### src/rtl/hcordic_pkg.sv
// Shared types and codes for the hyperbolic CORDIC datapath: idle codes, modes,
// requester source ids and the 33-bit float operand layout.
package hcordic_pkg;

    localparam int unsigned SIGN_W    = 1;
    localparam int unsigned EXP_W     = 8;
    localparam int unsigned MANT_W    = 24;
    localparam int unsigned FLOAT33_W = SIGN_W + EXP_W + MANT_W;
    localparam int unsigned PROD_W    = 50;
    localparam int unsigned IDLE_W    = 2;
    localparam int unsigned STAT_W    = 16;

    localparam logic [IDLE_W-1:0] NO_IDLE     = 2'b00;
    localparam logic [IDLE_W-1:0] ALLIGN_IDLE = 2'b01;
    localparam logic [IDLE_W-1:0] PUT_IDLE    = 2'b10;

    typedef enum logic [1:0] {
        LINEAR     = 2'b00,
        CIRCULAR   = 2'b01,
        HYPERBOLIC = 2'b11
    } mode_e;

    typedef enum logic {
        SRC_X = 1'b0,
        SRC_Y = 1'b1
    } src_e;

    typedef struct packed {
        logic              sign;
        logic [EXP_W-1:0]  exp;
        logic [MANT_W-1:0] mant;
    } float33_t;

endpackage

### src/rtl/rr_arbiter2.sv
// Two-way round-robin arbiter; the requester not granted last wins a contention.
module rr_arbiter2
    import hcordic_pkg::*;
(
    input  logic clock,
    input  logic reset_n,
    input  logic req_x,
    input  logic req_y,
    output logic gnt_x_c,
    output logic gnt_y_c
);

    src_e last_grant;

    always_comb begin
        gnt_x_c = 1'b0;
        gnt_y_c = 1'b0;
        if (req_x && (!req_y || last_grant == SRC_Y)) begin
            gnt_x_c = 1'b1;
        end else if (req_y) begin
            gnt_y_c = 1'b1;
        end
    end

    // A grant is always a transfer, since grants go only to valid requesters.
    always_ff @(posedge clock or negedge reset_n) begin
        if (!reset_n) begin
            last_grant <= SRC_Y;
        end else if (gnt_x_c) begin
            last_grant <= SRC_X;
        end else if (gnt_y_c) begin
            last_grant <= SRC_Y;
        end
    end

endmodule

### src/rtl/mult_stage_arbiter.sv
// Shares the FP multiply stage between the X and Y CORDIC requesters and routes products back.
// Optional MULT_ARB_STATS_EN adds saturating per-requester grant counters.
module mult_stage_arbiter
    import hcordic_pkg::*;
#(
    parameter int unsigned MUL_LAT = 1,
    parameter int unsigned TAG_W   = 8
) (
    input  logic              clock,
    input  logic              reset_n,

    input  logic              req_valid_X,
    output logic              req_ready_X,
    input  float33_t          req_a_X,
    input  float33_t          req_b_X,
    input  logic [TAG_W-1:0]  req_tag_X,

    input  logic              req_valid_Y,
    output logic              req_ready_Y,
    input  float33_t          req_a_Y,
    input  float33_t          req_b_Y,
    input  logic [TAG_W-1:0]  req_tag_Y,

    output float33_t          mul_a,
    output float33_t          mul_b,
    output logic [IDLE_W-1:0] mul_idle,
    output logic [TAG_W-1:0]  mul_tag,

    input  logic [IDLE_W-1:0] mul_res_idle,
    input  logic [TAG_W-1:0]  mul_res_tag,
    input  logic [PROD_W-1:0] mul_res_prod,

    output logic              res_valid_X,
    output logic              res_valid_Y,
    output logic [PROD_W-1:0] res_prod,
    output logic [TAG_W-1:0]  res_tag,
    output logic              err
`ifdef MULT_ARB_STATS_EN
    ,
    output logic [STAT_W-1:0] grant_cnt_X,
    output logic [STAT_W-1:0] grant_cnt_Y
`endif
);

    localparam int unsigned CNT_W = (MUL_LAT < 1) ? 1 : $clog2(MUL_LAT + 1);

    typedef struct packed {
        logic             v;
        src_e             src;
        logic [TAG_W-1:0] tag;
    } trk_t;

    logic             gnt_x_c;
    logic             gnt_y_c;
    logic             xfer_x_c;
    logic             xfer_y_c;
    src_e             issue_src;
    trk_t [MUL_LAT-1:0] trk;
    trk_t             tail_c;
    logic [CNT_W-1:0] mask_cnt;
    logic             mask_c;
    logic             mismatch_c;

    rr_arbiter2 u_arb (
        .clock   (clock),
        .reset_n (reset_n),
        .req_x   (req_valid_X),
        .req_y   (req_valid_Y),
        .gnt_x_c (gnt_x_c),
        .gnt_y_c (gnt_y_c)
    );

    assign req_ready_X = gnt_x_c;
    assign req_ready_Y = gnt_y_c;
    assign xfer_x_c    = req_valid_X & req_ready_X;
    assign xfer_y_c    = req_valid_Y & req_ready_Y;

    // Issue register: granted operands, or a zeroed bubble.
    always_ff @(posedge clock or negedge reset_n) begin
        if (!reset_n) begin
            mul_a     <= '0;
            mul_b     <= '0;
            mul_tag   <= '0;
            mul_idle  <= PUT_IDLE;
            issue_src <= SRC_X;
        end else if (xfer_x_c) begin
            mul_a     <= req_a_X;
            mul_b     <= req_b_X;
            mul_tag   <= req_tag_X;
            mul_idle  <= NO_IDLE;
            issue_src <= SRC_X;
        end else if (xfer_y_c) begin
            mul_a     <= req_a_Y;
            mul_b     <= req_b_Y;
            mul_tag   <= req_tag_Y;
            mul_idle  <= NO_IDLE;
            issue_src <= SRC_Y;
        end else begin
            mul_a     <= '0;
            mul_b     <= '0;
            mul_tag   <= '0;
            mul_idle  <= PUT_IDLE;
            issue_src <= SRC_X;
        end
    end

    // Tracker shifts alongside the multiply pipeline, fed from the issue register,
    // so its tail describes the operation currently on mul_res_*.
    always_ff @(posedge clock or negedge reset_n) begin
        if (!reset_n) begin
            trk <= '0;
        end else begin
            trk[0] <= '{v: (mul_idle == NO_IDLE), src: issue_src, tag: mul_tag};
            for (int unsigned i = 1; i < MUL_LAT; i++) begin
                trk[i] <= trk[i-1];
            end
        end
    end

    assign tail_c      = trk[MUL_LAT-1];
    assign res_valid_X = tail_c.v & (tail_c.src == SRC_X);
    assign res_valid_Y = tail_c.v & (tail_c.src == SRC_Y);
    assign res_prod    = mul_res_prod;
    assign res_tag     = mul_res_tag;

    // The multiply stage is not reset; its stale outputs drain during the mask window.
    always_ff @(posedge clock or negedge reset_n) begin
        if (!reset_n) begin
            mask_cnt <= '0;
        end else if (mask_c) begin
            mask_cnt <= mask_cnt + CNT_W'(1);
        end
    end

    assign mask_c     = (mask_cnt != CNT_W'(MUL_LAT));
    assign mismatch_c = tail_c.v ? ((mul_res_idle != NO_IDLE) || (mul_res_tag != tail_c.tag))
                                 : (mul_res_idle == NO_IDLE);

    always_ff @(posedge clock or negedge reset_n) begin
        if (!reset_n) begin
            err <= 1'b0;
        end else if (mismatch_c && !mask_c) begin
            err <= 1'b1;
        end
    end

`ifdef MULT_ARB_STATS_EN
    always_ff @(posedge clock or negedge reset_n) begin
        if (!reset_n) begin
            grant_cnt_X <= '0;
            grant_cnt_Y <= '0;
        end else begin
            if (xfer_x_c && (grant_cnt_X != {STAT_W{1'b1}})) begin
                grant_cnt_X <= grant_cnt_X + STAT_W'(1);
            end
            if (xfer_y_c && (grant_cnt_Y != {STAT_W{1'b1}})) begin
                grant_cnt_Y <= grant_cnt_Y + STAT_W'(1);
            end
        end
    end
`endif

endmodule
### config.mk
export PLATFORM = sky130hd
export DESIGN_NAME = mult_stage_arbiter
export DESIGN_NICKNAME = d
export VERILOG_FILES = /design/src/rtl/hcordic_pkg.sv /design/src/rtl/rr_arbiter2.sv /design/src/rtl/mult_stage_arbiter.sv
export SDC_FILE = /design/constraint.sdc
export NUM_CORES = 1
export LEC_CHECK = 0
export ABC_AREA = 1
export CAP_MARGIN = 15
export CORE_AREA = 4 4 136 138
export CTS_BUF_LIST = sky130_fd_sc_hd__clkbuf_16
export CTS_CLUSTER_SIZE = 30
export DETAILED_ROUTE_END_ITERATION = 12
export DIE_AREA = 0 0 140 142
export HOLD_SLACK_MARGIN = 0.12
export SLEW_MARGIN = 0
export SYNTH_ARGS = -nofsm -noshare
export SYNTH_HDL_FRONTEND = slang
export SYNTH_HIERARCHICAL = 1
export SYNTH_SLANG_ARGS = --single-unit
### constraint.sdc
create_clock -name clock -period 2 [get_ports clock]
set_input_delay 0.4 -clock clock [delete_from_list [all_inputs] [get_ports clock]]
set_output_delay 0.4 -clock clock [all_outputs]
set_load 0.01 [all_outputs]
=== Word level (Yosys, flattened, before mapping) ===
Cells that the tools add are included.

* Register bits after elaboration: 90
* Bits in latches: 0
* Bits in writable memories: 0
* ROM bits: 0
* Input bits: 212
* Output and inout port bits: 139
* Word-level logic and storage cells: 48
* Memories: 0

* Add/sub/neg operators: 1
* Multiply operators: 0
* Div/mod/pow operators: 0
* Magnitude comparators: 0
* Equality and inequality tests: 1
* Shift-type cells: 0
* Muxes and demuxes: 17
* Bitwise operators: 5
* Reductions and logical operators: 9

{| class="wikitable"
|+ Operators with widths
! operator !! number
|-
| $mux W33 || 4
|-
| $mux W8 || 2
|-
| $mux W1 || 9
|-
| $ne A8 B8 Y1 || 1
|-
| $and A1 B1 Y1 || 4
|-
| $logic_not A2 Y1 || 2
|-
| $mux W2 || 2
|-
| $reduce_bool A2 Y1 || 2
|-
| $logic_and A1 B1 Y1 || 2
|-
| $logic_or A1 B1 Y1 || 2
|-
| $add A1 B1 Y1 const B || 1
|-
| $logic_not A1 Y1 || 1
|-
| $not A1 Y1 || 1
|}

=== Longest topological paths before layout ===
* Depth after elaboration: 7
* Depth in mapped cells: 8
* Depth with buffers taken out: 8

=== Modules after synthesis ===
Netlist, hierarchy kept.

{| class="wikitable"
|+ By module, submodules not included
! module !! instances !! cells each !! area an instance (um2) !! sequential area each (um2)
|-
| mult_stage_arbiter || 1 || 288 || 3741.1 || 2203.4
|-
| rr_arbiter2 || 1 || 6 || 53.8 || 26.3
|}

=== Worst setup path before layout ===
No wires, ideal clock.

* Path kind: register to register
* Start: register u_arb.last_grant
* End: register mul_a[12] (netlist bit)
* Setup time: 0.121 ns
* Data arrival time: 1.497 ns
* Required time: 1.879 ns
* Setup slack: 0.382 ns
* Cell stages (with the launch flop): 7
* Path buffers: 2
* Period minus slack after synthesis: 1.618 ns
* Path through: dfstp_2 > inv_1 > a21boi_1 > a21oi_2 > buf_6 > buf_6 > a32o_1

* Elaborated cells on any way between the ends: 8
* Classes of those cells: mux: 4; bitwise: 2; reduce/logical: 2

{| class="wikitable"
|+ RTL lines
! element !! line !! RTL
|-
| start, declared || rr_arbiter2.sv:13 || <nowiki>src_e last_grant;</nowiki>
|-
| start signal, assigned || rr_arbiter2.sv:28 || <nowiki>last_grant <= SRC_Y;</nowiki>
|-
| start signal, assigned || rr_arbiter2.sv:30 || <nowiki>last_grant <= SRC_X;</nowiki>
|-
| start signal, assigned || rr_arbiter2.sv:32 || <nowiki>last_grant <= SRC_Y;</nowiki>
|-
| $logic_or A1 B1 Y1 || rr_arbiter2.sv:18 || <nowiki>if (req_x && (!req_y || last_grant == SRC_Y)) begin</nowiki>
|-
| $logic_and A1 B1 Y1 || rr_arbiter2.sv:18 ||
|-
| $mux W1 || rr_arbiter2.sv:18 ||
|-
| named net req_ready_X || mult_stage_arbiter.sv:13 || <nowiki>output logic req_ready_X,</nowiki>
|-
| $and A1 B1 Y1 || mult_stage_arbiter.sv:75 || <nowiki>assign xfer_x_c = req_valid_X & req_ready_X;</nowiki>
|-
| $mux W33 || mult_stage_arbiter.sv:86 || <nowiki>end else if (xfer_x_c) begin</nowiki>
|-
| end signal, assigned || mult_stage_arbiter.sv:87 || <nowiki>mul_a <= req_a_X;</nowiki>
|-
| end signal, assigned || mult_stage_arbiter.sv:93 || <nowiki>mul_a <= req_a_Y;</nowiki>
|-
| end, declared || mult_stage_arbiter.sv:24 || <nowiki>output float33_t mul_a,</nowiki>
|}

The timed path passes the listed nets, and every way through them passes these cells.
A chain may end at the register's enable or synchronous reset.

=== Final worst setup path ===
* Start: input mul_res_tag[1]
* End: output res_tag[1]

{| class="wikitable"
|+ RTL lines
! element !! line !! RTL
|-
| start, declared || mult_stage_arbiter.sv:30 || <nowiki>input logic [TAG_W-1:0] mul_res_tag,</nowiki>
|-
| end, declared || mult_stage_arbiter.sv:36 || <nowiki>output logic [TAG_W-1:0] res_tag,</nowiki>
|}

No word-level cell between the ends.

==> results.py <==
metrics = {
    "run_status": {
        "status": "complete, no violations",
    },
    "floorplan": {
        "io_pins": 351,
        "initial_core_util_pct": 22.1,
        "num_rows": 48,
        "die_x_um": 140,
        "dieHeight_um": 142,
        "core_area_um2": 17200,
        "dieArea_um2": 19900,
    },
    "placed_design": {
        "placed_cells": 698,
        "dp_slack_ns": -0.219,
        "finalWeightedCongestion": 0.710,
        "port_buffers": 249,
        "place_area_um2": 6120,
        "place_hpwl_mm": 9.76,
    },
    "synthesis": {
        "ys_ff_latch": 89,
        "synth_cells": 294,
        "synth_ff_type": "dfrtp_1",
        "yosys_warnings": 6,
        "synth_edf_count": 0,
        "synth_top_cell_by_area": "dfrtp_1",
        "ys_top_cells_by_area": "dfrtp_1 (57%), a32o_1 (20%), buf_4 (12%)",
        "synth_commonest_cells": "dfrtp_1 (87), a32o_1 (74), buf_4 (59)",
        "syn-num-nets": 506,
        "async_flop_share_pct": 100,
        "synth.avg_cell_area_um2": 12.9,
        "synth_area_um2": 3790,
        "seq_area_frac_synth_pct": 58.8,
        "ys_types": 18,
        "synth_top_area_share_pct": 57.4,
        "synth_most_common_cell": "dfrtp_1",
    },
    "clock_tree": {
        "cts_setup_buffers": 0,
        "clock-sinks": 89,
        "clock_path_buffers": 2,
        "cts_buffers": 9,
        "clk-insertion-delay-late_ns": 0.34,
        "cts-root-buf": "clkbuf_16",
        "tritoncts": "done",
        "htreeDepth": 3,
        "clk_pin_slew_worst_paths_ns": 0.06,
    },
    "timing": {
        "fin_crit_sh_pct": 94.2,
        "fmax_mhz": 531,
        "fin_worst_skew_ns": 0.00748,
        "slew_headroom_pct": 62.7,
        "setup-violations-final": 0,
        "drv_slew": 0,
        "tightest_slew_ns": 0.559,
        "fin_tns_setup_ns": 0,
        "period_needed_ns": 1.88,
        "rsz0062_at_grt": "no",
        "setup_ws_ns": 0.115,
        "hold_violations": 0,
    },
    "hold_path": {
        "worst_hold_path_type": "flip-flop to flip-flop",
    },
    "cells_and_area": {
        "final_area_um2": 6420,
        "nets": 697,
        "instances_no_fill": 715,
        "diodes": 0,
        "syn_to_final_growth_pct": 69.3,
        "drive_gt1_share_pct": 7.14,
    },
    "global_route": {
        "grt-ovfl-total": 0,
        "grt_util_all_layers_pct": 12.8,
        "grt_max_degree": 90,
        "grt_pass1_wl_mm": 19.7,
        "antenna_found_initial": 0,
        "first_global_vias": 3444,
    },
    "drt": {
        "viasPerCell": 4.44,
        "routedWlPerCell_um": 18.4,
        "vias": 3173,
        "drcViolationCount": 0,
        "antenna_left": 0,
        "drt-total-wl_mm": 13.2,
        "drtIter0Drc": 100,
        "dr.pass1.iters": 4,
    },
    "critical_path": {
        "critPathLaunchType": "input port",
        "slowest_stage": "clkdlybuf4s50_1",
        "crit_arrival_ns": 1.48,
        "crit_top_cell": "clkdlybuf4s50_1",
        "ff2ff_setup_slack_ns": 0.40,
        "path_class": "input port to output pin",
        "path_cells": "clkdlybuf4s50_1 -> clkdlybuf4s50_1",
        "worstSetupEndpointType": "output pin",
        "critPathTopFamily": "buffers and inverters",
        "path_buf_inv": 2,
        "crit_required_ns": 1.60,
        "path_max_fanout": 3,
        "cpPeakStageDelay_ns": 0.57,
    },
    "power_and_ir_drop": {
        "power_mw": 4.68,
        "pwr_density_cell_nw_per_um2": 728,
        "p_leak_nw": 2.66,
        "ir_worst_vdd_mv": 0.358,
    },
    "job": {
        "maxCapViolCount": 0,
    },
}
metrics by stage:
stage	hold slack [ns]	utilization, %
floorplan	0.104	-
global placement	0.344	35.6
detailed placement	0.343	35.6
CTS	0.357	37.4
global route	0.363	37.4
finish	0.353	37.4
registers in the layout, indices dropped and copies added, names as in the netlist:
name	flops
issue_src	1
mul_idle	1
mul_b	33
tail_c	10
mask_cnt	1
err	1
mul_a	33
mul_tag	8
u_arb/last_grant	1
logic make-up after synthesis:
kind of cell	share of synthesized area (%)
buffers and inverters	16.9
DFF	58.8
and+or+nand+nor	2.31
other	0.198
xor gates and xnor gates	1.39
AOI/OAI and AO/OA	20.5
final cells by class:
cell class,count,area (um2)
Inverter,12,45.0
Timing Repair Buffer,263,2630
Tap cell,225,282
Multi-Input combinational cell,110,947
Fill cell,1674,10800
Sequential cell,89,2230
Clock inverter,7,68.8
Clock buffer,9,225
layer usage:
| metal | global-route usage [%] | wire length [um] | vias up |
|---|---|---|---|
| met5 | 0 | 0 | - |
| met3 | 5.34 | 1300 | 58 |
| met2 | 21.8 | 6590 | 181 |
| met4 | 8.01 | 675 | 0 |
| li1 | - | - | 1402 |
| met1 | 13.0 | 4610 | 1532 |
path summary, 6_finish.rpt:
path                                  start          to  depth (start not counted)
max                          mul_res_tag[1]  res_tag[1]                          2
min                               issue_src   tail_c[8]                          0
max reg2reg                u_arb/last_grant    mul_b[7]                          6
min reg2reg                       issue_src   tail_c[8]                          0
max in group asynchronous           reset_n   mul_a[13]                          3
min in group asynchronous           reset_n   mul_a[19]                          3
where the power goes:
part	internal, mW	leakage [nW]	switching (mW)
Combinational	0.610	1.35	0.381
Clock	0.969	0.144	0.737
Sequential	1.93	1.17	0.0470
Total	3.51	2.66	1.16
what timing repair did:
item | in CTS | in global routing
endpoints found under the hold margin | 27 | 0
resized for setup | 4 | 0
hold buffers | 1 | 0
endpoints found under the setup margin | 2 | 0
placed cells by master (no fill, tap or decap):
cell             count
a21boi_4             1
inv_6                2
nor2_1               5
nand2_1             17
o21ai_0              1
buf_12               3
conb_1               2
dfstp_2              2
a21oi_4              1
a21boi_2             1
clkinv_2             2
nand3_1              1
dlygate4sd3_1        1
clkinvlp_4           1
dfrtp_1             87
bufinv_16            1
clkbuf_16            9
xor2_1               3
a21boi_0             1
xnor2_1              3
a32o_1              74
clkinv_1             1
buf_4               11
clkdlybuf4s50_1    245
dlygate4sd2_1        2
buf_2                1
inv_1               12
Note: power is estimated with default switching activity, not from simulation.
